`src/rtl/ros2_sub_msg_reader.sv`:
```
// Mirrors ros2_ether subscriber app-data writes locally and replays each received message as a byte stream.
// Optional ROS2_SUB_READER_NUL_STRIP_EN drops a trailing NUL byte from the streamed message.
module ros2_sub_msg_reader #(
  parameter int MAX_LEN = 64,
  parameter int AW      = $clog2(MAX_LEN)
) (
  input  logic          clk,
  input  logic          rst_n,
  input  logic          en,
  input  logic [AW-1:0] sub_addr,
  input  logic          sub_ce,
  input  logic          sub_we,
  input  logic [7:0]    sub_wdata,
  input  logic [7:0]    sub_len,
  input  logic          sub_recv,
  output logic          sub_req,
  output logic          sub_rel,
  input  logic          sub_grant,
  output logic [7:0]    m_tdata,
  output logic          m_tvalid,
  input  logic          m_tready,
  output logic          m_tlast,
  output logic [7:0]    msg_len,
  output logic          busy,
  output logic [15:0]   drop_cnt
);

  typedef enum logic [1:0] {IDLE, REQ, READ, REL} state_t;

  localparam logic [8:0] MAX_LEN_W = 9'(MAX_LEN);

  state_t        state_reg, state_next;
  logic [7:0]    buf_mem [MAX_LEN];
  logic [AW-1:0] idx_reg, idx_next;
  logic [7:0]    len_reg, len_next;
  logic          pending_reg, pending_next;
  logic [15:0]   drop_reg, drop_next, drop_sat;
  logic          tlast_next;
  logic          load_data;
  logic [AW-1:0] rd_addr;
  logic          recv_en;
  logic          hs;
  logic [7:0]    len_clamp, len_eff;

  assign recv_en   = sub_recv & en;
  assign hs        = m_tvalid & m_tready;
  assign drop_sat  = (drop_reg == 16'hFFFF) ? drop_reg : drop_reg + 16'd1;
  assign len_clamp = ({1'b0, sub_len} > MAX_LEN_W) ? MAX_LEN_W[7:0] : sub_len;

`ifdef ROS2_SUB_READER_NUL_STRIP_EN
  logic [AW-1:0] tail_addr;
  assign tail_addr = AW'(len_clamp - 8'd1);
  assign len_eff   = (len_clamp != 8'd0 && buf_mem[tail_addr] == 8'h00) ? len_clamp - 8'd1 : len_clamp;
`else
  assign len_eff   = len_clamp;
`endif

  // Write side is never blocked: the writer owns ordering against our grant.
  always_ff @(posedge clk) begin
    if (sub_ce && sub_we && (32'(sub_addr) < MAX_LEN))
      buf_mem[sub_addr] <= sub_wdata;
  end

  always_comb begin
    state_next   = state_reg;
    idx_next     = idx_reg;
    len_next     = len_reg;
    pending_next = pending_reg;
    drop_next    = drop_reg;
    tlast_next   = m_tlast;
    load_data    = 1'b0;
    rd_addr      = idx_reg;
    case (state_reg)
      IDLE: begin
        if (recv_en) state_next = REQ;
      end
      REQ, READ: begin
        if (recv_en) begin
          if (pending_reg) drop_next = drop_sat;
          else             pending_next = 1'b1;
        end
        if (state_reg == REQ) begin
          if (sub_grant) begin
            len_next   = len_eff;
            idx_next   = '0;
            rd_addr    = '0;
            load_data  = 1'b1;
            tlast_next = (len_eff == 8'd1);
            state_next = (len_eff == 8'd0) ? REL : READ;
          end
        end else if (hs) begin
          if (m_tlast) begin
            tlast_next = 1'b0;
            state_next = REL;
          end else begin
            idx_next   = idx_reg + AW'(1);
            rd_addr    = idx_reg + AW'(1);
            load_data  = 1'b1;
            tlast_next = ((8'(idx_reg) + 8'd1) == (len_reg - 8'd1));
          end
        end
      end
      REL: begin
        // A recv here either becomes the next request or, if one is already queued, is lost.
        if (recv_en && pending_reg) drop_next = drop_sat;
        pending_next = 1'b0;
        state_next   = (pending_reg || recv_en) ? REQ : IDLE;
      end
      default: state_next = IDLE;
    endcase
  end

  always_ff @(posedge clk or negedge rst_n) begin
    if (!rst_n) begin
      state_reg   <= IDLE;
      idx_reg     <= '0;
      len_reg     <= '0;
      pending_reg <= 1'b0;
      drop_reg    <= '0;
      sub_req     <= 1'b0;
      sub_rel     <= 1'b0;
      m_tvalid    <= 1'b0;
      m_tlast     <= 1'b0;
      m_tdata     <= '0;
      busy        <= 1'b0;
    end else begin
      state_reg   <= state_next;
      idx_reg     <= idx_next;
      len_reg     <= len_next;
      pending_reg <= pending_next;
      drop_reg    <= drop_next;
      sub_req     <= (state_next == REQ) || (state_next == READ);
      sub_rel     <= (state_next == REL);
      m_tvalid    <= (state_next == READ);
      m_tlast     <= tlast_next;
      busy        <= (state_next != IDLE);
      if (load_data) m_tdata <= buf_mem[rd_addr];
    end
  end

  assign msg_len  = len_reg;
  assign drop_cnt = drop_reg;

endmodule
```
`config.mk`:
```
export PLATFORM = sky130hd
export DESIGN_NAME = ros2_sub_msg_reader
export DESIGN_NICKNAME = d
export VERILOG_FILES = /design/src/rtl/ros2_sub_msg_reader.sv
export SDC_FILE = /design/constraint.sdc
export NUM_CORES = 1
export LEC_CHECK = 0
export CORE_MARGIN = 2
export CORE_UTILIZATION = 35
export DETAILED_ROUTE_END_ITERATION = 10
export GPL_TIMING_DRIVEN = 1
export HOLD_SLACK_MARGIN = 0.1
export PLACE_DENSITY_LB_ADDON = 0.25
export SKIP_LAST_GASP = 1
export SLEW_MARGIN = 15
export SYNTH_ARGS = -nofsm -noshare
export SYNTH_HDL_FRONTEND = slang
export SYNTH_SLANG_ARGS = --single-unit
```
`constraint.sdc`:
```
create_clock -name clk -period 3.8 [get_ports clk]
set_clock_uncertainty 0.2 [all_clocks]
set_input_delay 0.76 -clock clk [delete_from_list [all_inputs] [get_ports clk]]
set_output_delay 0.76 -clock clk [all_outputs]
set_load 0.05 [all_outputs]
```
# --- Word-level counts from Yosys, hierarchy flattened ---
# Memories as Yosys holds them, arrays and structs flattened. A register that Yosys moved wholly into a read port is not among the register bits.
# Index checks and enable logic that the tools add are counted.
totals:
  ff_bits: 38
  ram_bits: 512
  inputBits: 30
  output_inout_bits: 37
  elab_cells: 78
  memories: 1
mem_list:
  columns: ["name", "depth", "width", "read_ports", "rd_clocked_by_memory_dff", "write_ports", "line", "rtl"]
  rows:
  - ["buf_mem", 64, 8, 1, 1, 1, "33", "logic [7:0] buf_mem [MAX_LEN];"]
op_classes:
  add_sub_neg: 4
  magnitude_cmp: 1
  eq_ne: 13
  mux: 32
  bitwise_logic: 2
  reduce_logical: 15
op_table:
  columns: ["cell", "n"]
  rows:
  - ["two-way mux 16 bit", 4]
  - ["one-hot mux 16 bit (2 select lines)", 1]
  - ["two-way mux 6 bit", 5]
  - ["adder 16 x 1 -> 16 bit (second input constant)", 1]
  - ["equality test 16 bit (second input constant)", 1]
  - ["two-way mux 1 bit", 14]
  - ["two-way mux 2 bit", 5]
  - ["equality test 2 bit (second input constant)", 4]
  - ["equality test 7 x 8 -> 1 bit", 1]
  - ["equality test 8 x 1 -> 1 bit (second input constant)", 1]
  - ["greater-than comparator 8 x 7 -> 1 bit (second input constant)", 1]
  - ["logical NOT 8 bit", 1]
  - ["two-way mux 8 bit", 1]
  - ["inequality test 2 bit (second input constant)", 4]
  - ["subtractor 8 x 1 -> 8 bit (second input constant)", 1]
  - ["adder 6 x 1 -> 7 bit (second input constant)", 1]
  - ["adder 6 x 1 -> 6 bit (second input constant)", 1]
  - ["one-hot mux 2 bit (3 select lines)", 1]
  - ["AND reduction 3 bit", 2]
  - ["nonzero test 2 bit", 3]
  - ["equality test 2 x 1 -> 1 bit (second input constant)", 2]
  - ["AND reduction 4 bit", 1]
  - ["AND 1 bit", 2]
  - ["logical AND 1 bit", 2]
  - ["other kinds (6)", 7]

# --- Logic depth before layout (Yosys ltp) ---
# Gate-level depths: netlist (run 1).
logic_depth:
  ltp_word: 9
  mapped_depth: 16
  mapped_depth_nobuf: 11

# --- Least setup slack after synthesis (run 1) ---
# No wires, ideal clock.
synth_path:
  kind: "input-to-reg"
  startpoint: "in sub_grant"
  endpoint: "reg m_tdata[6], read port of buf_mem"
  setup_time_ps: 120
  arrival_ps: 2740
  required_ps: 3480
  setup_slack_ps: 740
  cell_stages: 11
  n_path_buf: 3
  path_cell_list: "and2_1 > buf_2 > o21ai_2 > a22oi_1 > buf_4 > nor2_1 > clkbuf_1 > a31oi_1 > a31oi_1 > nand4_1 > o211a_1"
synth_via:
  elab_chain_cells: 3
  elab_cells_between_ends: 6
  cone_classes: "mux: 6"
synth_rtl:
  columns: ["element", "line", "rtl"]
  rows:
  - ["start, declared", "18", "input logic sub_grant,"]
  - ["two-way mux 6 bit or two-way mux 1 bit (tied branches)", "83", "if (sub_grant) begin"]
  - ["two-way mux 6 bit or two-way mux 1 bit (tied branches)", "82", "if (state_reg == REQ) begin"]
  - ["two-way mux 6 bit or two-way mux 1 bit (tied branches)", "73", "case (state_reg)"]
  - ["end, declared", "19", "output logic [7:0] m_tdata,"]
# Several ways; a longest one is shown, not always the timed one.
# A chain may end at the register's enable or synchronous reset.

# --- Worst setup path in the final report (run 1) ---
layout_path:
  startpoint: "reg state_reg[1]"
  endpoint: "reg m_tdata[4], read port of buf_mem"
layout_via:
  elab_chain_cells: 3
  elab_cells_between_ends: 7
  cone_classes: "eq/ne: 2; mux: 4; reduce/logical: 1"
layout_rtl:
  columns: ["element", "line", "rtl"]
  rows:
  - ["start, declared", "32", "state_t state_reg, state_next;"]
  - ["start signal, assigned", "127", "state_reg <= state_next;"]
  - ["equality test 2 x 1 -> 1 bit or equality test 2 bit (tied branches)", "73, 82", null]
  - ["two-way mux 6 bit, or another cell as far along", "82", null]
  - ["two-way mux 6 bit or two-way mux 1 bit (tied branches)", "73", null]
# Several ways; a longest one is shown, not always the timed one.

==> results of run 1 <==
layout make-up:
cell class | instances | area share, %
Sequential cell | 558 | 57.34
Clock buffer | 75 | 5.331
Timing Repair Buffer | 316 | 9.480
Multi-Input combinational cell | 1045 | 22.86
Clock inverter | 32 | 0.9550
Inverter | 17 | 0.2474
Tap cell | 873 | 3.790
synth_stat cells, types with 10 or more instances:
cell type | count | area (µm²)
edfxtp_1 | 512 | 15370
a31o_2 | 12 | 105.1
nand4_1 | 14 | 87.58
nor3_1 | 15 | 75.07
mux2i_1 | 81 | 810.8
dfrtp_1 | 46 | 1151
a22oi_1 | 18 | 135.1
nand3_1 | 50 | 250.2
a211o_1 | 12 | 105.1
clkbuf_1 | 53 | 198.9
a31oi_1 | 22 | 137.6
and3_1 | 67 | 419.2
nand2_1 | 302 | 1134
a2111oi_0 | 11 | 96.34
buf_4 | 16 | 120.1
buf_1 | 10 | 37.54
buf_2 | 35 | 175.2
o21ai_0 | 33 | 165.2
o22ai_1 | 20 | 125.1
nor2_1 | 87 | 326.6
a32oi_1 | 32 | 280.3
a211oi_1 | 60 | 450.4
inv_1 | 14 | 52.55
xnor2_1 | 23 | 201.4
o221ai_1 | 34 | 297.8
a311oi_1 | 15 | 131.4
metrics by stage:
| stage | cell area, µm² | total power [mW] | hold slack [ps] | TNS [ps] | cells |
|---|---|---|---|---|---|
| after floorplan | 23690 | 10.83 | 264.4 | 0 | 1737 |
| after global placement | 26970 | 13.18 | 278.1 | -1597 | 2808 |
| after detailed placement | 26970 | 13.21 | 291.4 | -1812 | 2808 |
| after CTS | 28790 | 18.67 | 228.7 | 0 | 2916 |
| after global routing | 28820 | 19.39 | 264.0 | 0 | 2916 |
| final | 28820 | 18.56 | 263.7 | 0 | 2916 |
worst max-delay path: stages, from the launching register on:
cell,delay [ps]
dfrtp_1,410
inv_1,90
ha_1,260
nand4bb_1,260
buf_4,170
nor2_2,40
a22oi_2,380
buf_4,340
buf_12,190
buf_12,160
nand3_1,70
and3_1,180
o32ai_1,570
a211oi_1,110
layer usage:
layer  GRT usage, %  part of all wire, %  vias to the layer above
li1               -                    -                     7256
met1          27.14                   44                     8045
met2          31.62                   47                      534
met3          2.442                  6.1                      110
met4          5.329                  2.5                        0
met5              0                    0                        -
where the power goes:
group	internal (mW)	leakage, nW	switching (mW)
registers	6.86	5.19	0.227
clock network	3.06	0.884	2.38
logic	2.30	4.25	3.72
logic make-up (layout without fill, tap and decap cells):
logic type	count (synthesis)	count (layout)	synth area share, %
AO/OA/AOI/OAI	346	346	11.36
multiplexers	90	90	3.861
adder cells (fa/ha/maj)	9	9	0.4754
flip-flops	558	558	69.77
buffers and inverters	134	440	2.657
AND/OR/NAND/NOR	569	569	10.73
XOR/XNOR	31	31	1.146
final timing paths:
kind                       slack [ps]       endpoint  depth (start not counted)         start
setup / recovery                  190     m_tdata[4]                         13  state_reg[1]
hold / removal                    260  buf_mem[8][3]                          1  sub_wdata[3]
setup reg to reg                  190     m_tdata[4]                         13  state_reg[1]
hold reg to reg                   290   drop_cnt[10]                          1  drop_cnt[10]
max in group asynchronous        2140     idx_reg[0]                          3         rst_n
min in group asynchronous         490    drop_cnt[5]                          2         rst_n
what timing repair did:
| action | in CTS | in global routing |
|---|---|---|
| gates resized for setup | 0 | 6 |
| endpoints found under the hold margin | 29 | 0 |
| endpoints found under the setup margin | 0 | 6 |
| hold buffers | 1 | 0 |
==> impl_results.rst, run 1 <==
.. list-table::
   :header-rows: 1

   * - Metric
     - Value
   * - Status
     - finished clean
   * - Remaining Overflow, GRT
     - 0
   * - Number of antenna violations at the first check in global routing
     - 0
   * - Flip-flop count of the largest register, all copies and words added
     - around 500
   * - Most common cell after layout, fill and taps aside
     - edfxtp_1
   * - Clock period minus worst slack
     - 3607 ps
   * - Synthesized instance count
     - roughly 1700
   * - Post-Synthesis Mean Instance Area
     - around 14 µm²
   * - Die outline area
     - 69770 µm²
   * - Portion of the clock cycle consumed by the worst path in the final layout
     - roughly 95%
   * - Total leakage power
     - about 10 nW
   * - Global placer's final weighted congestion
     - 0.8915
   * - Number of vias after detailed routing
     - about 16000
   * - Die H
     - 264.1 µm
   * - Drt initial violations
     - 1424
   * - Total Wirelength
     - around 70000 µm
   * - Worst slew slack as a fraction of its limit
     - approximately a quarter
   * - Cell Area, Synth
     - approximately 24000 µm²
   * - RSZ-0062 raised after global routing
     - false
   * - Multi-input gate area
     - 6589 µm²
   * - Placement Setup Slack
     - -316.9 ps
   * - Sort of element at the end of the critical path
     - flip-flop
   * - Number of vias per cell after detailed routing
     - 5.468
   * - Final hold violation count
     - 0
   * - Global routing usage summed across all routing layers
     - 19.33%
   * - Area occupied by registers
     - 16530 µm²
   * - Number of DRC violations after detailed routing
     - 0
   * - Max-Cap Viols
     - 0
   * - Clock latency reported for the late side of the worst-skew pair
     - 650 ps
   * - Slack of the critical path
     - about 190 ps
   * - Total number of H-tree levels
     - 2
   * - Global-route wire length before repair
     - 101900 µm
   * - Top achievable clock speed
     - between 200 and 300 MHz
   * - Buffers inserted during post-CTS setup optimization
     - 0
   * - Required time reported for the critical path endpoint
     - between 4000 and 5000 ps
   * - Layout cell share with drive strength beyond 1
     - 18.50%
   * - Maximum fanout along the worst path
     - 19
   * - Power Dens Cells
     - 643.8 nW/µm²
   * - I/O pins
     - 67
   * - Inserted Clock Buffers
     - 59
   * - Clock tree from TritonCTS
     - yes
   * - Synth-to-Final Area Change
     - 21.69%
   * - Clock net sink count
     - 558
   * - Width of the die
     - between 200 and 300 µm
   * - Nets
     - 2036
   * - Type of the worst min-delay path
     - in2reg
   * - Type of the setup path with the least slack
     - reg2reg
   * - Via count of the first global-routing pass
     - 15840
   * - Initial cell density of the core
     - between 30% and 40%
   * - Core box area
     - about 67000 µm²
   * - Utilization of the core after routing
     - 43.00%
   * - Per-cell routed wire length
     - 23.33 µm
   * - Total nets after synthesis
     - 1776
   * - Clock transition at path regs
     - 60 ps
   * - Maximum number of pins on one net before global-route repair
     - 65
   * - 1st-pass router iterations
     - 5
   * - VDD IR-drop max
     - 0.4493 mV
   * - Longest Clk Path Bufs
     - 3
   * - Register with the most flip-flops
     - buf_mem
   * - Count of flip-flops with a built-in enable after synthesis
     - 512
   * - Post-synthesis cell type count
     - 69
   * - Slew of the pin with the lowest slew margin
     - 1109 ps
   * - Final antenna-violating net count
     - 0
   * - Count of yosys warnings during synthesis
     - 0
   * - Endpoints failing setup
     - 0
   * - Filler instances
     - just over 6000
   * - Root buffer cell
     - clkbuf_16
   * - Count of antenna diodes in the layout
     - 0
   * - Arrival time at the worst endpoint
     - around 4000 ps
   * - Commonest cells after routing, fill and taps aside
     - edfxtp_1, nand2_1, buf_4
   * - Synth Flop Type
     - edfxtp_1
   * - Max-slew violation count
     - 0
   * - Sequential share of the synthesized area
     - between 60% and 70%
   * - Std cell rows
     - 95
   * - CP startpoint kind
     - flip-flop
   * - Flop and latch count out of synthesis
     - 558
   * - HPWL after detailed placement
     - approximately 46000 µm
   * - Number of buffers inserted by port buffering
     - 66
   * - Asr flop ratio synth
     - 8.244%
No activity file was read; power rests on OpenSTA's default activity.
==> inputs of run 2 (changes only) <==
--- a/config.mk
+++ b/config.mk
@@ -11,6 +11,7 @@
 export GPL_TIMING_DRIVEN = 1
 export HOLD_SLACK_MARGIN = 0.1
 export PLACE_DENSITY_LB_ADDON = 0.25
+export SKIP_CTS_REPAIR_TIMING = 1
 export SKIP_LAST_GASP = 1
 export SLEW_MARGIN = 15
 export SYNTH_ARGS = -nofsm -noshare
==> results of run 2 <==
Same layout as run 1: the final DEF is identical, and so are final timing and power.
Among the figures that moved: met2 usage 31.62% -> 31.61%
==> inputs of run 3 (changes only) <==
--- a/config.mk
+++ b/config.mk
@@ -5,7 +5,7 @@
 export SDC_FILE = /design/constraint.sdc
 export NUM_CORES = 1
 export LEC_CHECK = 0
-export CORE_MARGIN = 2
+export CAP_MARGIN = 40
 export CORE_UTILIZATION = 35
 export DETAILED_ROUTE_END_ITERATION = 10
 export GPL_TIMING_DRIVEN = 1
==> run 3 against run 2 <==
Compared with the run above:
- via count shrank 1.0%
- non-clock buffer count shrank 3
- final cell count shrank 0.14%
- utilization grew 0.24 points
- maximum frequency grew 3.0%
- critical path depth is the same
- sequential share of layout area shrank 0.32 points
- count of clock-buffer cells in the layout grew 2
- setup slack gained 110 ps
- clock power grew 8.4%
- routed wire length shrank 0.83%
- critical endpoint is now m_tdata[5]
- largest cell class unchanged
==> impl_results.rst, run 3 (synthesized netlist as in run 1, its figures left out) <==
.. list-table::
   :header-rows: 1

   * - Metric
     - Value
   * - Status
     - finished clean
   * - Total number of H-tree levels
     - 2
   * - Number of buffers inserted by port buffering
     - 66
   * - CP startpoint kind
     - flip-flop
   * - HPWL after detailed placement
     - 45190 µm
   * - Total leakage power
     - between 10 and 15 nW
   * - Count of antenna diodes in the layout
     - 0
   * - TNS Setup
     - 0 ps
   * - Multi-input gate area
     - 6556 µm²
   * - Die outline area
     - 68720 µm²
   * - Drt initial violations
     - 1482
   * - Longest Clk Path Bufs
     - 3
   * - Core box area
     - 67040 µm²
   * - Synth-to-Final Area Change
     - 22.37%
   * - Layout cell share with drive strength beyond 1
     - between 10% and 20%
   * - Register with the most flip-flops
     - buf_mem
   * - Type of the setup path with the least slack
     - reg2reg
   * - Die H
     - about 260 µm
   * - Sort of element at the end of the critical path
     - flip-flop
   * - Area occupied by registers
     - 16530 µm²
   * - Power Dens Cells
     - ~650 nW/µm²
   * - Nets
     - 2033
   * - Std cell rows
     - 95
   * - Global-route wire length before repair
     - 101300 µm
   * - Per-cell routed wire length
     - 23.17 µm
   * - Clock transition at path regs
     - about 60 ps
   * - Global routing usage summed across all routing layers
     - 19.79%
   * - Max-Cap Viols
     - 0
   * - Clock tree from TritonCTS
     - yes
   * - Final hold violation count
     - 0
   * - Worst slew slack as a fraction of its limit
     - between 40% and 50%
   * - Placement Setup Slack
     - -170.9 ps
   * - Number of vias after detailed routing
     - approximately 16000
   * - I/O pins
     - 67
   * - Worst-case hold slack
     - 219.4 ps
   * - Required time reported for the critical path endpoint
     - 4090 ps
   * - Number of DRC violations after detailed routing
     - 0
   * - Total Wirelength
     - 67470 µm
   * - Flip-flop count of the largest register, all copies and words added
     - ~510
   * - Width of the die
     - between 200 and 300 µm
   * - Commonest cells after routing, fill and taps aside
     - edfxtp_1, nand2_1, buf_4
   * - Clock latency reported for the late side of the worst-skew pair
     - 650 ps
   * - Global placer's final weighted congestion
     - around 0.9
   * - Clock period minus worst slack
     - 3502 ps
   * - Initial cell density of the core
     - a little over a third
   * - Root buffer cell
     - clkbuf_16
   * - Final Instance Count excl. Fillers
     - 2912
   * - First element of the critical path
     - state_reg[1]
   * - Via count of the first global-routing pass
     - 15640
   * - Maximum fanout along the worst path
     - 33
   * - RSZ-0062 raised after global routing
     - false
   * - Clock net sink count
     - 558
   * - Most common cell after layout, fill and taps aside
     - edfxtp_1
   * - Remaining Overflow, GRT
     - 0
   * - Slew of the pin with the lowest slew margin
     - 827.9 ps
   * - Final Power
     - 18.98 mW
   * - Portion of the clock cycle consumed by the worst path in the final layout
     - between 90% and 100%
   * - Top achievable clock speed
     - 285.6 MHz
   * - Endpoints failing setup
     - 0
   * - Register-to-register setup slack
     - 300 ps
   * - Filler instances
     - 6130
   * - Cell count after placement
     - roughly 2800
   * - Slack of the critical path
     - 298.3 ps
   * - Arrival time at the worst endpoint
     - 3800 ps
   * - Beginning of the worst hold path
     - sub_wdata[4]
   * - Inserted Clock Buffers
     - 59
   * - Reg-to-reg startpoint
     - state_reg[1]
   * - Final antenna-violating net count
     - 0
   * - Maximum number of pins on one net before global-route repair
     - between 60 and 70
   * - Number of vias per cell after detailed routing
     - between 5 and 6
   * - Type of the worst min-delay path
     - in2reg
   * - Max-slew violation count
     - 0
   * - Number of antenna violations at the first check in global routing
     - 0
   * - VDD IR-drop max
     - 0.6001 mV
   * - 1st-pass router iterations
     - 8
## run 3: changes by cell type in the layout (fill, tap and decap cells not counted), sizes merged
cell	change
buf	-3
bufinv	+5
clkbuf	+2
clkinv	-9
clkinvlp	+2
inv	-1
## run 3: path summary, 6_finish.rpt
kind                                   to  cells past startpoint
hold reg to reg               drop_cnt[8]                      1
min in group asynchronous    state_reg[1]                      2
hold / removal             buf_mem[53][4]                      1
setup reg to reg               m_tdata[5]                     13
setup / recovery               m_tdata[5]                     13
max in group asynchronous      m_tdata[5]                      4
## run 3: where the power goes
part | total (mW) | switching, mW | internal [mW] | leakage (nW)
registers | 7.07 | 0.208 | 6.86 | 5.19
logic | 6.00 | 3.68 | 2.33 | 4.23
clock network | 5.91 | 2.42 | 3.48 | 0.957
## run 3: stage by stage
stage | util [%] | instance area (µm²)
finish | 43.23 | 28980
global route | 43.23 | 28980
CTS | 43.14 | 28920
detailed placement | 40.18 | 26930
global placement | 40.08 | 26870
floorplan | - | 23690
## run 3: final cells by class
type / instances / area share, %
clock inverter: 29 / 1.377
inverter: 17 / 0.2461
timing repair buffer: 313 / 9.497
tap: 873 / 3.769
sequential: 558 / 57.02
clock buffer: 77 / 5.469
multi-input combinational: 1045 / 22.62
## run 3: routing by layer
layer / GRT usage (%) / up-vias / wire length [µm]
met5: 0 / - / 0
met1: 27.74 / 7971 / 30180
li1: - / 7239 / -
met3: 2.749 / 88 / 3734
met4: 5.572 / 0 / 1569
met2: 32.04 / 482 / 31990
## run 3: worst max-delay path, stage by stage (launching register included)
cell	delay, ps
dfrtp_1	390
inv_1	70
ha_1	240
nand4bb_1	320
mux2i_4	280
and2_4	210
inv_8	140
buf_12	230
buf_4	190
mux2i_1	380
nor3_1	80
nor4_1	240
a31oi_1	130
and3b_1	190
